**src/rtl/login_pkg.sv**
```systemverilog
// Shared definitions for the login datapath: scan FSM states, default sizing,
// and the pass/fail display codes shared with the login checker.
package login_pkg;

  localparam int          DEF_DATA_W       = 32;
  localparam int          DEF_NUM_ENTRIES  = 8;
  localparam int          DEF_ADDR_W       = 3;
  localparam logic [31:0] DEF_SCRAMBLE_KEY = 32'hA5A5_5A5A;

  typedef enum logic [2:0] {
    IDLE   = 3'd0,
    ISSUE  = 3'd1,
    WAIT   = 3'd2,
    EMIT   = 3'd3,
    GAP    = 3'd4,
    FINISH = 3'd5
  } scanState_t;

  typedef enum logic [1:0] {
    PF_BLANK  = 2'd0,
    PF_PASS   = 2'd1,
    PF_DENIED = 2'd2
  } passFail_t;

endpackage

```
**src/rtl/rom_credential_reader.sv**
```systemverilog
// Walks the credential ROM on each login request and streams every word to the
// checker as a spaced one-cycle pulse. Build option CRED_SCRAMBLE_EN de-obfuscates words.
module rom_credential_reader
  import login_pkg::*;
#(
  parameter int DATA_W      = DEF_DATA_W,
  parameter int NUM_ENTRIES = DEF_NUM_ENTRIES,
  parameter int ADDR_W      = DEF_ADDR_W,
  parameter int ROM_LATENCY = 2
`ifdef CRED_SCRAMBLE_EN
  ,
  parameter logic [DATA_W-1:0] SCRAMBLE_KEY = DATA_W'(DEF_SCRAMBLE_KEY)
`endif
) (
  input  logic              Clk,
  input  logic              Reset,
  input  logic              LoginReq,
  input  logic              MatchIn,
  output logic [ADDR_W-1:0] RomAddr,
  input  logic [DATA_W-1:0] RomData,
  output logic [DATA_W-1:0] ROMMemoryOut,
  output logic              ROMMemoryValid,
  output logic              Busy,
  output logic              Done,
  output logic              Hit
);

  localparam int CNT_W = (ROM_LATENCY > 1) ? $clog2(ROM_LATENCY) : 1;
  localparam logic [ADDR_W-1:0] LAST_IDX = ADDR_W'(NUM_ENTRIES - 1);
  localparam logic [CNT_W-1:0]  WAIT_LOAD = CNT_W'(ROM_LATENCY - 1);

  scanState_t        state, nextState;
  logic [ADDR_W-1:0] index;
  logic [CNT_W-1:0]  waitCnt;
  logic [DATA_W-1:0] captureWord;
  logic              matchStop;

`ifdef CRED_SCRAMBLE_EN
  assign captureWord = RomData ^ SCRAMBLE_KEY;
`else
  assign captureWord = RomData;
`endif

  assign RomAddr = index;

  // A restart request always beats a match; FINISH already ends the scan.
  always_comb begin
    nextState = state;
    matchStop = 1'b0;
    case (state)
      IDLE:    if (LoginReq) nextState = ISSUE;
      ISSUE:   nextState = WAIT;
      WAIT:    if (waitCnt == '0) nextState = EMIT;
      EMIT:    nextState = GAP;
      GAP:     nextState = (index == LAST_IDX) ? FINISH : ISSUE;
      FINISH:  nextState = IDLE;
      default: nextState = IDLE;
    endcase
    if (LoginReq) begin
      nextState = ISSUE;
    end else if (MatchIn && state != IDLE && state != FINISH) begin
      nextState = FINISH;
      matchStop = 1'b1;
    end
  end

  always_ff @(posedge Clk) begin
    if (!Reset) begin
      state          <= IDLE;
      index          <= '0;
      waitCnt        <= '0;
      ROMMemoryOut   <= '0;
      ROMMemoryValid <= 1'b0;
      Busy           <= 1'b0;
      Done           <= 1'b0;
      Hit            <= 1'b0;
    end else begin
      state          <= nextState;
      ROMMemoryValid <= (nextState == EMIT);
      Done           <= (nextState == FINISH);
      Busy           <= (nextState != IDLE) && (nextState != FINISH);
      if (nextState == FINISH) Hit <= matchStop;

      if (LoginReq)
        index <= '0;
      else if (state == GAP && nextState == ISSUE)
        index <= index + ADDR_W'(1);

      if (state == ISSUE)
        waitCnt <= WAIT_LOAD;
      else if (state == WAIT && waitCnt != '0)
        waitCnt <= waitCnt - CNT_W'(1);

      // RomData is only trusted on the final WAIT cycle.
      if (state == WAIT && waitCnt == '0 && nextState == EMIT)
        ROMMemoryOut <= captureWord;
    end
  end

endmodule

```
**config.mk**
```make
export PLATFORM = sky130hd
export DESIGN_NAME = rom_credential_reader
export DESIGN_NICKNAME = d
export VERILOG_FILES = /design/src/rtl/login_pkg.sv /design/src/rtl/rom_credential_reader.sv
export SDC_FILE = /design/constraint.sdc
export NUM_CORES = 1
export LEC_CHECK = 0
export CORE_MARGIN = 2
export CORE_UTILIZATION = 38
export CTS_CLUSTER_DIAMETER = 40
export CTS_CLUSTER_SIZE = 30
export DETAILED_ROUTE_END_ITERATION = 10
export PLACE_DENSITY = 0.76
export SETUP_SLACK_MARGIN = 0.3
export SLEW_MARGIN = 15
export SYNTH_ARGS = -nofsm -noshare
export SYNTH_HDL_FRONTEND = slang
export SYNTH_SLANG_ARGS = --single-unit
```
**constraint.sdc**
```tcl
create_clock -name Clk -period 1.3 [get_ports Clk]
set_input_delay 0.13 -clock Clk [delete_from_list [all_inputs] [get_ports Clk]]
set_output_delay 0.13 -clock Clk [all_outputs]
set_load 0.02 [all_outputs]
```
==> results.md, run 1 <==
* Status: finished, violations left
* Violated checks: setup timing
* Clock Power Share at 35.7%
* Worst hold-check path type: in -> reg
* Critical path's largest stage delay at 360 ps
* Nets at 341
* Num CTS Buffers at 5
* Post-Route WL at 5.42 mm
* Post-synth ARST share at 0%
* Startpoint Class: flop
* Worst skew pair latency at 290 ps
* Worst-case clock buffer depth at 2
* Total GRT Usage at 19.1%
* Slowest cell on crit path: dfxtp_4
* Iteration count of the initial detailed-routing pass at 4
* Cell Pwr Density at 779 mW/mm^2
* Vias in the first global route at 1721
* Comb power frac at 13.0%
* Avg Synthesized Cell Area at 9.00 sq um
* Largest net degree at the start of global routing at 28
* EDFF count, synth at 0
* P_int at 0.00202 W
* Die X at 72.5 um
* Starting Density at 40.1%
* Met2 Use GR at 32.3%
* Worst Skew at 5.35 ps
* Placed insts at 324
* Non-filler cells, final at 356
* Met1 usage at 24.8%
* Detailed placer's ending HPWL at 2.82 mm
* Kind of critical path: reg -> reg
* RSZ-0062 raised after global routing: true
* Critical path's most frequent cell: ha_4
* FF+latch count, synth at 43
* Prevailing post-synth register cell: dfxtp_1
* Syn. warnings at 0
* FF-to-FF path depth at 6
* Cell variety after synth at 36
* Vias at 1736
* Ant diodes at 0
* Switch share at 22.9%
* Leak at 1.35 nW
* CTS tree: built
* # hold bufs at CTS at 0
* Global routing's busiest layer: met2
* Share of cells above drive strength 1 at 60.5%
* H-tree depth at 2
* Hold path cells at 3
* Seq/Total Area, Yosys at 48.3%
* DR vias/cell at 4.88
* Crit-path cells: ha_4 -> ha_4 -> nor2b_4 -> o22ai_2 -> a21oi_2 -> and3_1
* Clock tree root driver cell: clkbuf_8
* Reg clk slew, reported paths at 80 ps
* Cell count after synthesis at 198
* Initial drt markers at 55
* CP Capture Type: flop
* Routability-driven placement congestion ratio at 0.774
* Core Area at 0.00444 sq mm
* Critical Path AT at 1530 ps
* Die area at 0.00526 sq mm
* Post-route minimum period at 1340 ps
* I/O pin cnt at 75
* Row cnt at 24
* Critical path's top delay family: flip-flops
* First-pass GRT wire length at 7.94 mm
* Sequential share of power at 51.3%
* Final period util at 103%
* Max Cap Viol at 0
* Gr ovfl total at 0
* Fin. max-slew vios at 0
* Met3 GRT Util at 3.75%
* DP Worst Slack at -160 ps
* # clock sinks at 43
* Peak Freq at 746 MHz
* Net Sw Power at 0.000601 W
* Worst-path fanout max at 3
* Worst Path Buf+Inv at 0
* Initial antenna violation count at 0
* PortBufs at 74
* Stages on the worst setup path at 6
* Overall Power at 0.00262 W
* Die height at 72.5 um
* DR WL/cell at 15.2 um
* Post-route setup slack at -40.4 ps
* Synth-to-Final Area Change at 88.8%
* Setup-failing EPs final at 9
* Tightest Pin Transition at 261 ps
* Worst path required time at 1490 ps
* Synthesized cell area at 0.00178 sq mm
* Maximum VDD drop at 0.000467 V
* # DRC at 0
* Slew HR at 82.4%
* Syn nets at 236
* Routed Antenna Nets at 0
* Hold Fails Final Rpt at 0
## timing repair
item / CTS / global route
pin swaps: 35 / 43
cloned: 6 / 1
gates resized for setup: 216 / 59
endpoints found under the setup margin: 80 / 52
setup buffers: 16 / 1
## per-stage QoR
step	hold slack (ps)	area [sq um]	setup TNS, ps	utilization (%)
detailed placement	447	2710	-4380	61.0
global placement	439	2710	-3460	61.0
global route	391	3370	-1450	75.8
floorplan	207	1860	0	-
CTS	382	3140	-32.7	70.6
finish	389	3370	-147	75.8
## worst paths after layout
path | from | end | slack, ps
worst max-delay path | RomAddr[0] | Done | -40
worst min-delay path | RomData[6] | ROMMemoryOut[6] | 390
worst max register to register | RomAddr[0] | Done | -40
worst min register to register | ROMMemoryOut[27] | ROMMemoryOut[27] | 460
## placed cells by master, fill, tap and decap left out, types with 3 or more instances in the layout
master and n:
buf_12 8, nor2b_4 3, dfxtp_1 33, nor2_1 4, buf_4 15, buf_2 32, dfxtp_2 6, nand2_1 17
buf_16 4, dfxtp_4 4, buf_6 13, clkdlybuf4s50_1 35, clkbuf_8 7, a21boi_1 13, nand2_4 17, nand2_2 32
a21boi_2 20
## worst reg2reg max path: stages (launching register included)
cell and delay, ps:
dfxtp_4 360, ha_4 160, ha_4 160, nor2b_4 120
o22ai_2 180, a21oi_2 90, and3_1 170
## power by group through the flow
stage	clock network, W	logic [W]	registers (W)
2_1_floorplan	0	0.0000945	0.00138
3_3_place_gp	0	0.000258	0.00137
3_5_place_dp	0	0.000256	0.00137
4_1_cts	0.000954	0.000305	0.00134
5_1_grt	0.00100	0.000362	0.00135
6_report	0.000936	0.000342	0.00134
## kinds of logic after synthesis
family | synth area share [%]
flops | 48.3
mux | 1.12
fa+ha+maj | 1.40
xor+xnor | 0.983
buf+inv | 5.33
compound gates | 20.6
simple gates | 22.3
## synth_stat cells, types with 2 or more instances
master	instances	area (sq um)
and2_1	3	18.8
ha_1	2	25.0
nor2b_1	3	18.8
dfxtp_1	43	861
buf_2	4	20.0
nor2_1	6	22.5
buf_6	4	45.0
o21ai_0	2	10.0
a21oi_1	3	15.0
nand3_1	2	10.0
mux2i_1	2	20.0
nand2_1	57	214
inv_1	2	7.51
clkbuf_1	4	15.0
a21boi_1	23	173
a21boi_2	9	101
and3_1	2	12.5
nand2_2	9	56.3
## per-layer routing
layer	wire [um]	share of wire (%)
met4	66	1.2
met5	0	0
met2	2740	51
met3	266	4.9
met1	2350	43
## area by class of cell
| class | count | area (sq um) |
|---|---|---|
| sequential | 43 | 883 |
| fill | 332 | 1080 |
| timing repair buffer | 111 | 1120 |
| multi-input combinational | 140 | 1190 |
| inverter | 2 | 7.51 |
| clock buffer | 8 | 100 |
| tap | 52 | 65.1 |
## sequential cells by signal (all words and copies together), names as in the netlist
register and flops:
ROMMemoryValid 1, waitCnt 1, RomAddr 3, Hit 1, state 3, Done 1, ROMMemoryOut 32, Busy 1
Note: power is estimated with default switching activity, not from simulation.
==> run 2: changes to the inputs <==
--- a/config.mk
+++ b/config.mk
@@ -12,7 +12,6 @@
 export DETAILED_ROUTE_END_ITERATION = 10
 export PLACE_DENSITY = 0.76
 export SETUP_SLACK_MARGIN = 0.3
-export SLEW_MARGIN = 15
 export SYNTH_ARGS = -nofsm -noshare
 export SYNTH_HDL_FRONTEND = slang
 export SYNTH_SLANG_ARGS = --single-unit
==> results of run 2 <==
Final layout, timing and power as in run 1 (identical DEF).
